## config.mk

```make
export PLATFORM = sky130hd
export DESIGN_NAME = key_press_conditioner
export DESIGN_NICKNAME = d
export VERILOG_FILES = /design/src/rtl/key_press_conditioner_pkg.sv /design/src/rtl/key_sync.sv /design/src/rtl/key_press_conditioner.sv
export SDC_FILE = /design/constraint.sdc
export NUM_CORES = 1
export LEC_CHECK = 0
export ABC_CLOCK_PERIOD_IN_PS = 1600
export BUFFER_PORTS_ARGS = -buffer_cell sky130_fd_sc_hd__buf_2
export CAP_MARGIN = 20
export CORE_MARGIN = 10
export CORE_UTILIZATION = 53
export DETAILED_ROUTE_END_ITERATION = 16
export PLACE_DENSITY = 0.79
export SYNTH_ARGS = -nofsm -noshare
export SYNTH_HDL_FRONTEND = slang
export SYNTH_SLANG_ARGS = --single-unit
```

## constraint.sdc

```tcl
create_clock -name clock -period 1.6 [get_ports clock]
set_input_delay 0.24 -clock clock [delete_from_list [all_inputs] [get_ports clock]]
set_output_delay 0.24 -clock clock [all_outputs]
set_load 0.05 [all_outputs]
```

## src/rtl/key_press_conditioner_pkg.sv

```systemverilog
// Shared definitions for the key conditioner and the lock it feeds:
// FSM state encodings and the one-hot test both blocks rely on.
package key_press_conditioner_pkg;

    localparam int unsigned KEY_W = 4;

    typedef enum logic [1:0] {
        IDLE             = 2'd0,
        DEBOUNCE_PRESS   = 2'd1,
        HELD             = 2'd2,
        DEBOUNCE_RELEASE = 2'd3
    } kpc_state_e;

    // True when exactly one bit of v is set.
    function automatic logic is_one_hot(input logic [KEY_W-1:0] v);
        return (v != '0) && ((v & (v - KEY_W'(1))) == '0);
    endfunction

endpackage

```

## src/rtl/key_sync.sv

```systemverilog
// Two-flop synchroniser for asynchronous active-low buttons; resets to the
// released (all-ones) level so no press is seen while reset is active.
module key_sync #(
    parameter int unsigned WIDTH = 4
) (
    input  logic             clock,
    input  logic             reset,
    input  logic [WIDTH-1:0] raw,
    output logic [WIDTH-1:0] synced
);

    logic [WIDTH-1:0] meta;

    always_ff @(posedge clock) begin
        if (reset) begin
            meta   <= '1;
            synced <= '1;
        end else begin
            meta   <= raw;
            synced <= meta;
        end
    end

endmodule

```

## src/rtl/key_press_conditioner.sv

```systemverilog
// Turns four raw bouncing active-low buttons into one-cycle one-hot press
// pulses; chorded presses produce a single key_reject pulse instead.
module key_press_conditioner
    import key_press_conditioner_pkg::*;
#(
    parameter int unsigned CLOCK_FREQ      = 50,
    parameter int unsigned DEBOUNCE_CYCLES = 4
) (
    input  logic             clock,
    input  logic             reset,
    input  logic [KEY_W-1:0] key_n,
    output logic [KEY_W-1:0] key,
    output logic             key_reject
);

    localparam int unsigned CNT_W = $clog2(DEBOUNCE_CYCLES);
    localparam logic [CNT_W-1:0] CNT_ONE  = CNT_W'(1);
    localparam logic [CNT_W-1:0] CNT_LAST = CNT_W'(DEBOUNCE_CYCLES - 1);

    generate
        if (DEBOUNCE_CYCLES < 2 || CLOCK_FREQ == 0) begin : g_bad_param
            $error("key_press_conditioner: DEBOUNCE_CYCLES must be >= 2 and CLOCK_FREQ nonzero");
        end
    endgenerate

    logic [KEY_W-1:0] synced;
    logic [KEY_W-1:0] sync;
    logic [KEY_W-1:0] candidate;
    logic [CNT_W-1:0] cnt;
    kpc_state_e       state;

    key_sync #(
        .WIDTH (KEY_W)
    ) u_key_sync (
        .clock  (clock),
        .reset  (reset),
        .raw    (key_n),
        .synced (synced)
    );

    assign sync = ~synced;

    // Debounce FSM: press needs DEBOUNCE_CYCLES identical samples, release
    // needs DEBOUNCE_CYCLES zero samples before another press is accepted.
    always_ff @(posedge clock) begin
        if (reset) begin
            state      <= IDLE;
            cnt        <= '0;
            candidate  <= '0;
            key        <= '0;
            key_reject <= 1'b0;
        end else begin
            key        <= '0;
            key_reject <= 1'b0;
            unique case (state)
                IDLE: begin
                    if (sync != '0) begin
                        candidate <= sync;
                        cnt       <= CNT_ONE;
                        state     <= DEBOUNCE_PRESS;
                    end
                end
                DEBOUNCE_PRESS: begin
                    if (sync == '0) begin
                        state <= IDLE;
                    end else if (sync != candidate) begin
                        candidate <= sync;
                        cnt       <= CNT_ONE;
                    end else if (cnt < CNT_LAST) begin
                        cnt <= cnt + CNT_ONE;
                    end else begin
                        if (is_one_hot(candidate)) begin
                            key <= candidate;
                        end else begin
                            key_reject <= 1'b1;
                        end
                        state <= HELD;
                    end
                end
                HELD: begin
                    if (sync == '0) begin
                        cnt   <= CNT_ONE;
                        state <= DEBOUNCE_RELEASE;
                    end
                end
                DEBOUNCE_RELEASE: begin
                    if (sync != '0) begin
                        state <= HELD;
                    end else if (cnt < CNT_LAST) begin
                        cnt <= cnt + CNT_ONE;
                    end else begin
                        state <= IDLE;
                    end
                end
                default: state <= IDLE;
            endcase
        end
    end

endmodule
```

==> Word-level counts from Yosys, hierarchy flattened <==
Cells that the tools add are included.
W data, S select, Z words.
{ "classes": {"order_cmp": 1, "n_bitwise": 4, "muxes": 19, "add_sub_neg": 2, "reduce_logical": 12, "eq_ne": 12} }
{ "op_table": {"columns": ["operator", "count"], "rows": [
  ["$mux W2", 12],
  ["$pmux W2 S4", 2],
  ["$mux W4", 3],
  ["$ne A2 B2 Y1 const B", 5],
  ["$ne A3 B3 Y1 const B", 3],
  ["$logic_not A4 Y1", 2],
  ["$pmux W4 S2", 1],
  ["$reduce_and A4 Y1", 2],
  ["$reduce_bool A4 Y1", 2],
  ["$reduce_or A6 Y1", 1],
  ["$reduce_and A5 Y1", 1],
  ["$reduce_or A5 Y1", 1],
  ["$and A4 B4 Y4", 1],
  ["$eq A2 B2 Y1 const B", 2],
  ["$ne A4 B4 Y1", 1],
  ["$not A4 Y4", 1],
  ["$sub A4 B1 Y4 const B", 1],
  ["$add A2 B1 Y2 const B", 1],
  ["$eq A2 B1 Y1 const B", 1],
  ["$logic_not A2 Y1", 1],
  ["$lt A2 B2 Y1 const B", 1],
  ["$not A1 Y1", 2],
  ["$reduce_bool A2 Y1", 1],
  ["$logic_and A1 B1 Y1", 1],
  ["$mux W1", 1]
]} }
{ "word_totals": {"out_inout_bits": 5, "in_bits": 6, "elab_cells": 57, "register_bits": 21} }

==> Longest topological paths before layout <==
Gate-level depths: netlist of run 1.
{ "logic_depth": {"ltp_word": 6, "mapped_depth": 4, "mapped_depth_nobuf": 4} }

==> By module <==
Synthesis of run 1 repeated with hierarchy kept, for this count alone.
{ "unflattened": {"cells_unflattened": 90, "area_unflattened_um2": 860.8} }
{ "modules_own_cells": {"columns": ["module", "area_each_um2", "n_inst", "seq_area_each_um2", "cells_each"], "rows": [
  ["key_press_conditioner", 650.6, 1, 260.2, 74],
  ["key_sync", 210.2, 1, 160.2, 16]
]} }

==> Worst setup path before layout of run 1 <==
Ideal clock, no wire load.
{ "synth_timing": {"path_kind": "register -> register", "from": "register candidate[1]", "to": "register cnt[0]", "path_stages_with_launch": 5, "synth_period_minus_slack_ns": 1.447, "setup_slack_ns": 0.153, "arrival_time_ns": 1.328, "setup_time_ns": 0.119, "required_time_ns": 1.481, "path_buffers": 0, "cell_sequence": "dfxtp_1 xnor2_1 nor4_4 a21oi_1 o221a_1"} }
{ "synth_via": {"elab_chain_len": 4} }
{ "synth_rtl": {"columns": ["item", "line_no", "source"], "rows": [
  ["from (decl)", "key_press_conditioner.sv:28", "logic [KEY_W-1:0] candidate;"],
  ["from (signal assigned)", "key_press_conditioner.sv:58", "candidate <= sync;"],
  ["from (signal assigned)", "key_press_conditioner.sv:67", "candidate <= sync;"],
  ["$ne A4 B4 Y1", "key_press_conditioner.sv:66", "end else if (sync != candidate) begin"],
  ["$mux W2", "key_press_conditioner.sv:66", null],
  ["$mux W2", "key_press_conditioner.sv:64", "if (sync == '0) begin"],
  ["$pmux W2 S4", "key_press_conditioner.sv:55", "unique case (state)"],
  ["to (signal assigned)", "key_press_conditioner.sv:70", "cnt <= cnt + CNT_ONE;"],
  ["to (signal assigned)", "key_press_conditioner.sv:90", "cnt <= cnt + CNT_ONE;"],
  ["to (decl)", "key_press_conditioner.sv:29", "logic [CNT_W-1:0] cnt;"]
]} }
No other way between the ends. The select of a mux whose other input is x is not followed.
A chain may end at the register's enable or synchronous reset.

==> Final worst setup path of run 1 <==
{ "layout_timing": {"from": "register candidate[0]", "to": "register candidate[1]"} }
{ "layout_via": {"elab_chain_len": 3} }
{ "layout_rtl": {"columns": ["item", "line_no"], "rows": [
  ["$ne A4 B4 Y1", "key_press_conditioner.sv:66"],
  ["$ne A2 B2 Y1 (no source line)", null],
  ["$reduce_and A4 Y1 (no source line)", null]
]} }
No other way between the ends.

==> results.json, run 1 <==
{
  "outcome": "finished clean",
  "cts_made_buffers": 3,
  "drive_gt1_share_pct": 28.7,
  "hp-start": "key_n[3]",
  "diodes": 0,
  "ys_types": 26,
  "synth_most_common_cell": "dfxtp_1",
  "drtPass1Iterations": 4,
  "clk_pin_slew_ns": 0.12,
  "crit_slowest_cell": "dfxtp_1",
  "ctsHoldBuffers": 0,
  "power_density_nw_per_um2": 1050,
  "slowest_delay_ns": 0.38,
  "finalHoldViolations": 0,
  "worst_ir_drop_vdd_v": 0.000552,
  "yosysWarnings": 0,
  "crit_path_start_kind": "flop",
  "die_x_um": 59.7,
  "routabilityCongestion": 0.780,
  "clock_path_buffers": 2,
  "timing.slew.headroom_pct": 79.2,
  "synthTopCellsByArea": "dfxtp_1, xnor2_1, or2_2",
  "postSynthAreaPerCell_um2": 9.59,
  "fin_util_pct": 63.0,
  "insertion_delay_ns": 0.30,
  "timing.fmax_mhz": 664,
  "synth_edf_count": 0,
  "netlist_area_um2": 835,
  "finalInstanceArea_um2": 948,
  "yosys_most_used_dff": "dfxtp_1",
  "synthTopCellsByCount": "dfxtp_1, or2_2, a21oi_1",
  "routed_wl_um": 1560,
  "internal_power_mw": 0.722,
  "cts_max_level": 1,
  "grt_use_met3_pct": 2.97,
  "netlist.area_leader.share_pct": 50.4,
  "row_count": 14,
  "synth_nets": 93,
  "portBuffers": 10,
  "grt_use_met1_pct": 11.2,
  "hold_ws_ns": 0.108,
  "antenna_found_initial": 0,
  "pwr-share-seq_pct": 58.3,
  "p_leak_nw": 0.386,
  "crit_family": "compound AO/OA/AOI/OAI gates",
  "grtUsageTotal_pct": 9.57,
  "ant_nets": 0,
  "yosys.area_share.xor_xnor_pct": 6.30,
  "arrival_ns": 1.72,
  "synth-adder-area-share_pct": 0,
  "dieArea_um2": 3560,
  "synth_area_leader_cell": "dfxtp_1",
  "detail_route.wl_per_cell_um": 13.3,
  "yosysSeqAreaShare_pct": 50.4,
  "post-route-min-period_ns": 1.51,
  "synthMuxAreaShare_pct": 0,
  "grt_overflow": 0,
  "fin_skew_ns": 0.00871,
  "p_comb_share_pct": 16.9,
  "tightestPinTransition_ns": 0.310,
  "worstReg2RegStart": "candidate[0]",
  "grt_max_degree": 16,
  "clkSinkCount": 21,
  "grt_pass1_vias": 635,
  "use_met2_pct": 15.0,
  "switchingPower_mw": 0.277,
  "top_usage_layer": "met2",
  "path_class": "flop to flop",
  "path_buf_inv": 1,
  "area_growth_pct": 13.6,
  "drtIter0Drc": 12,
  "synth_simple_gate_area_share_pct": 23.7,
  "fp.coreArea_um2": 1510,
  "vias": 645,
  "synth_top_family_by_area": "simple AND/OR/NAND/NOR gates",
  "crit_chain": "xnor2_1 > nor4_4 > buf_4 > a21o_2 > a211oi_1",
  "layout.nets": 108,
  "via_per_inst": 5.51,
  "grt_pass1_wl_um": 2690,
  "clockPowerShare_pct": 24.8,
  "drc": 0,
  "finalSetupViolations": 0,
  "synth-async-reset-ratio_pct": 0,
  "start_util_pct": 55.4,
  "boundaryPins": 11,
  "timing.final.crit_share_pct": 94.1,
  "syn_inst": 87,
  "crit_required_ns": 1.81,
  "setup_tns_ns": 0,
  "max-cap-violations": 0,
  "finalPower_mw": 0.999,
  "ys_ff_latch": 21,
  "place_area_um2": 912,
  "min_path_type": "input port to flop",
  "drv_slew": 0,
  "crit_fanout": 10,
  "synth_compound_area_share_pct": 16.0,
  "swShare_pct": 27.7,
  "startpoint": "candidate[0]",
  "cts_tree": "yes",
  "n_fill_cell": 129,
  "ctsRootBufferMaster": "clkbuf_4",
  "die_y_um": 59.7,
  "worstSetupEndpointType": "flop"
}
==> cell families (layout without fill, tap and decap cells) <==
kind of cell / after synthesis / after routing
DFF: 21 / 21
buffers and inverters: 8 / 22
and+or+nand+nor: 32 / 32
AOI/OAI and AO/OA: 20 / 20
xor gates and xnor gates: 6 / 6
==> registers in the layout, indices dropped and copies added (netlist names), named ones only <==
signal,flops
key,4
candidate,4
u_key_sync.meta,4
key_reject,1
cnt,2
u_key_sync.synced,4
state,1
==> what timing repair did <==
item | 4_1_cts | 5_1_grt
resized for setup | 0 | 2
setup buffers | 0 | 0
setup endpoints to repair | 0 | 1
==> final cells by class <==
cell class	count	area (um2)	share of cell area [%]
well taps	16	20.0	2.11
multi-input cells	58	392	41.3
repair buffers	12	65.1	6.86
inverters	6	22.5	2.37
clock inverters	1	5.00	0.528
flip-flops and latches	21	422	44.5
clock buffers	3	22.5	2.37
==> worst paths after layout <==
path / endpoint / slack (ns) / depth (start not counted)
hold / removal: u_key_sync.meta[3] / 0.11 / 2
hold reg to reg: u_key_sync.synced[1] / 0.42 / 1
setup reg to reg: candidate[1] / 0.09 / 5
setup / recovery: candidate[1] / 0.09 / 5
==> metal layers <==
metal / up-vias / share of wire [%]
met1: 289 / 50
met4: 0 / 1.7
met5: - / 0
met3: 8 / 4.1
li1: 330 / -
met2: 18 / 44
==> through the flow <==
step	setup WS [ns]	std cells
after global routing	-0.00368	117
after floorplan	0.153	87
after global placement	0.141	113
final	0.0936	117
after CTS	0.0963	117
after detailed placement	0.133	113
==> power groups by stage <==
stage                     Sequential, mW  Combinational [mW]  Clock, mW
after floorplan                    0.579               0.130          0
after global placement             0.588               0.160          0
after detailed placement           0.591               0.166          0
after CTS                          0.579               0.166      0.257
after global routing               0.587               0.189      0.280
final                              0.582               0.169      0.248
==> cells in the final DEF (no fill, tap or decap), drive strengths merged <==
cell	netlist	routed
o211ai	1	1
nor3	5	5
nand3b	1	1
or2	8	8
nand3	1	1
nor4	1	1
o31ai	1	1
inv	6	6
a211oi	5	5
nand2	6	6
o221a	1	1
nand4	3	3
and4	1	1
o21ai	2	2
xnor2	6	6
nor2b	1	1
o21a	1	1
dfxtp	21	21
a21oi	7	7
clkbuf	2	3
clkinv	0	1
and3	1	1
buf	0	12
a41oi	1	1
a21o	1	1
nor2	3	3
or3b	1	1
==> worst register-to-register path: stages, from the launching register on <==
cell and delay [ns]:
dfxtp_1 0.38, xnor2_1 0.28, nor4_4 0.08, buf_4 0.17, a21o_2 0.24, a211oi_1 0.27
Note: power is estimated with default switching activity, not from simulation.
==> run 2: changes to the inputs <==
==> constraint.sdc (replaced) <==
create_clock -name clock -period 1.6 [get_ports clock]
set_input_delay 0 -clock clock [delete_from_list [all_inputs] [get_ports clock]]
set_output_delay 0 -clock clock [all_outputs]
set_load 0.05 [all_outputs]
==> results.json, run 2 (synthesis results as in run 1) <==
{
  "routed_wl_um": 1550,
  "vias": 647,
  "timing.slew.headroom_pct": 79.1,
  "portBuffers": 10,
  "detail_route.wl_per_cell_um": 12.8,
  "worstSetupEndpointType": "flop",
  "timing.fmax_mhz": 669,
  "clk_pin_slew_ns": 0.12,
  "setup_tns_ns": 0,
  "rr_worst_depth": 5,
  "top_usage_layer": "met2",
  "internal_power_mw": 0.726,
  "grt_use_met1_pct": 10.8,
  "pwr-share-seq_pct": 58.0,
  "diodes": 0,
  "finalSetupViolations": 0,
  "row_count": 14,
  "dp.cells": 113,
  "drive_gt1_share_pct": 26.7,
  "clkSinkCount": 21,
  "n_fill_cell": 122,
  "insertion_delay_ns": 0.30,
  "boundaryPins": 11,
  "grtUsageTotal_pct": 9.65,
  "clock_path_buffers": 2,
  "start_util_pct": 55.4,
  "clockPowerShare_pct": 24.6,
  "tightestPinTransition_ns": 0.312,
  "layout.cells.most_common_list": "dfxtp_1, buf_2, or2_2",
  "layout.nets": 112,
  "cts_tree": "yes",
  "rsz0062_at_grt": "no",
  "timing.final.crit_share_pct": 93.5,
  "area_growth_pct": 17.5,
  "fp.coreArea_um2": 1510,
  "switchingPower_mw": 0.275,
  "finalPower_mw": 1.00,
  "ctsRootBufferMaster": "clkbuf_4",
  "grt_pass1_wl_um": 2720,
  "post-cts-setup-buffers": 0,
  "ant_nets": 0,
  "hold_depth": 2,
  "use_met2_pct": 15.6,
  "drtIter0Drc": 8,
  "grt_max_degree": 16,
  "p_comb_share_pct": 17.4,
  "die_x_um": 59.7,
  "outcome": "finished clean",
  "fin_util_pct": 65.1,
  "die_y_um": 59.7,
  "finalHoldViolations": 0,
  "r2r_slack_ns": 0.10,
  "power_density_nw_per_um2": 1020,
  "p_leak_nw": 0.395,
  "cts_max_level": 1,
  "via_per_inst": 5.35,
  "routabilityCongestion": 0.780,
  "cts_made_buffers": 3,
  "max-cap-violations": 0,
  "post-route-min-period_ns": 1.50,
  "grt_pass1_vias": 649,
  "grt_use_met3_pct": 3.18,
  "dieArea_um2": 3560,
  "crit_path_start_kind": "flop",
  "antenna_found_initial": 0,
  "min_path_type": "input port to flop",
  "fin_cells": 121,
  "swShare_pct": 27.4,
  "drc": 0,
  "grt_overflow": 0,
  "drtPass1Iterations": 4,
  "worst_ir_drop_vdd_v": 0.000559,
  "final_common_cell": "dfxtp_1",
  "drv_slew": 0,
  "crit_required_ns": 1.81,
  "crit_fanout": 10,
  "fin_skew_ns": 0.00810,
  "arrival_ns": 1.71,
  "path_class": "flop to flop"
}
-- run 2: timing repair --
action / 4_1_cts / 5_1_grt
hold buffers: 4 / 0
gates resized for setup: 0 / 1
endpoints found under the hold margin: 4 / 0
endpoints found under the setup margin: 0 / 1
-- run 2: path summary, 6_finish.rpt --
check / from / endpoint
setup / recovery: candidate[0] / candidate[1]
hold / removal: reset / candidate[2]
setup reg to reg: candidate[0] / candidate[1]
hold reg to reg: u_key_sync.meta[1] / u_key_sync.synced[1]
-- run 2: area by class of cell --
type	count	area, um2	area share [%]
inverters	6	22.5	2.30
repair buffers	16	105	10.7
multi-input cells	58	384	39.2
clock inverters	1	5.00	0.510
flip-flops and latches	21	422	43.0
well taps	16	20.0	2.04
clock buffers	3	22.5	2.30
-- run 2: metrics by stage --
| stage | worst slack (ns) | hold slack, ns | instance area (um2) |
|---|---|---|---|
| 2_1_floorplan | 0.153 | 0.104 | 835 |
| 3_3_place_gp | 0.141 | 0.185 | 912 |
| 3_5_place_dp | 0.133 | 0.186 | 912 |
| 4_1_cts | 0.0963 | 0.0206 | 980 |
| 5_1_grt | 0.00512 | 0.0469 | 981 |
| 6_report | 0.104 | 0.0204 | 981 |
-- run 2: critical path: stages, from the launching register on --
cell and delay, ns:
dfxtp_1 0.37, xnor2_1 0.27, nor4_4 0.08, buf_4 0.17
a21o_2 0.24, a211oi_1 0.27
-- run 2: metal layers --
metal	up-vias	share of wire [%]
li1	338	-
met1	295	49
met2	10	45
met3	4	4.3
met4	0	1.5
met5	-	0
-- run 2: power groups by stage --
stage | Clock [mW] | Sequential [mW] | Combinational, mW
final | 0.246 | 0.580 | 0.174
after global routing | 0.281 | 0.585 | 0.194
after CTS | 0.257 | 0.579 | 0.174
after detailed placement | 0 | 0.591 | 0.166
after global placement | 0 | 0.588 | 0.160
after floorplan | 0 | 0.579 | 0.130
==> run 3: changes to the inputs <==
Settings changed: GPL_TIMING_DRIVEN from default to 0, RECOVER_POWER from default to 25.
==> results.json, run 3 (synthesis results as in run 1) <==
{
  "outcome": "finished clean",
  "die_y_um": 59.7,
  "clk_pin_slew_ns": 0.11,
  "r2r_slack_ns": 0.11,
  "rr_worst_depth": 5,
  "hp-start": "key_n[2]",
  "post-route-min-period_ns": 1.49,
  "path_class": "flop to flop",
  "crit_required_ns": 1.84,
  "vias": 682,
  "rsz0062_at_grt": "no",
  "finalSetupViolations": 0,
  "fp.coreArea_um2": 1510,
  "min_path_type": "input port to flop",
  "grt_pass1_wl_um": 2660,
  "arrival_ns": 1.72,
  "hold_end": "u_key_sync.meta[2]",
  "crit_fanout": 5,
  "grt_max_degree": 13,
  "antenna_found_initial": 0,
  "rr_endpoint": "key[1]",
  "layout.cells.most_common_list": "dfxtp_1, or2_2, clkbuf_1, a21oi_1",
  "die_x_um": 59.7,
  "grtUsageTotal_pct": 9.29,
  "dp.cells": 113,
  "setup_tns_ns": 0,
  "diodes": 0,
  "power_density_nw_per_um2": 1010,
  "start_util_pct": 55.4,
  "boundaryPins": 11,
  "routed_wl_um": 1560,
  "final_common_cell": "dfxtp_1",
  "drive_gt1_share_pct": 21.1,
  "worstSetupEndpointType": "flop",
  "detail_route.wl_per_cell_um": 12.4,
  "fin_skew_ns": 0.00131,
  "cts_max_level": 1,
  "drtPass1Iterations": 4,
  "timing.final.crit_share_pct": 92.9,
  "cts_tree": "yes",
  "finalHoldViolations": 0,
  "area_growth_pct": 20.8,
  "routabilityCongestion": 0.788,
  "layout.nets": 116,
  "ctsRootBufferMaster": "clkbuf_4",
  "worstReg2RegStart": "u_key_sync.synced[2]",
  "portBuffers": 10,
  "via_per_inst": 5.46,
  "tightestPinTransition_ns": 0.601,
  "insertion_delay_ns": 0.31,
  "worst_ir_drop_vdd_v": 0.000707,
  "ant_nets": 0,
  "grt_pass1_vias": 633,
  "dieArea_um2": 3560,
  "cts_made_buffers": 3,
  "clkSinkCount": 21,
  "p_leak_nw": 0.385,
  "timing.fmax_mhz": 673,
  "drtIter0Drc": 17,
  "timing.slew.headroom_pct": 60.1,
  "row_count": 14,
  "drv_slew": 0,
  "clock_path_buffers": 2,
  "fin_cells": 125,
  "drc": 0,
  "grt_overflow": 0,
  "crit_path_start_kind": "flop",
  "max-cap-violations": 0,
  "hold_depth": 3
}
[run 3: where the power goes]
group / internal (mW) / switching (mW)
registers: 0.548 / 0.0259
clock network: 0.0934 / 0.162
logic: 0.0934 / 0.0982
total: 0.735 / 0.286
[run 3: routing by layer]
layer,vias to the layer above,wire length [um],track usage [%]
met5,-,0,0
met4,0,19,5.13
met3,2,73,2.97
met2,12,763,15.4
met1,319,699,10.1
li1,349,-,-
[run 3: final cells by class]
type / count / area, um2
clock inverter: 1 / 5.00
sequential: 21 / 420
buffer: 2 / 7.51
tap: 16 / 20.0
fill: 118 / 498
multi-input combinational: 58 / 392
inverter: 6 / 22.5
clock buffer: 3 / 22.5
timing repair buffer: 18 / 119
[run 3: repair_timing]
item | CTS | global route
endpoints found under the setup margin | 7 | 2
endpoints found under the hold margin | 6 | 0
resized for setup | 0 | 1
pin swaps | 1 | 0
hold buffers | 6 | 0
buffers inserted | 2 | 0
[run 3: through the flow]
step                power [mW]  hold slack (ns)  setup slack, ns  utilization [%]  area [um2]
floorplan                0.709            0.104            0.153                -         835
global placement         0.738            0.184           0.0211             60.0         905
detailed placement       0.745            0.187          -0.0382             60.0         905
CTS                       1.02            0.400            0.123             66.9        1010
global route              1.06            0.411          0.00937             66.9        1010
finish                    1.02            0.402            0.114             66.9        1010
[run 3: how the worst max path moves through the flow]
stage,from,endpoint,cells after the start
CTS,candidate[2],candidate[0],5
floorplan,candidate[1],cnt[0],4
global route,candidate[2],key[0],5
detailed placement,candidate[1],key[1],4
finish,u_key_sync.synced[2],key[1],5
global placement,candidate[1],key[1],4
[run 3: worst max-delay path, cell delays in order, from the launching register on]
cell,delay (ns)
dfxtp_1,0.44
xnor2_1,0.14
nor4_4,0.31
buf_4,0.18
nand4_2,0.17
nor3_1,0.18
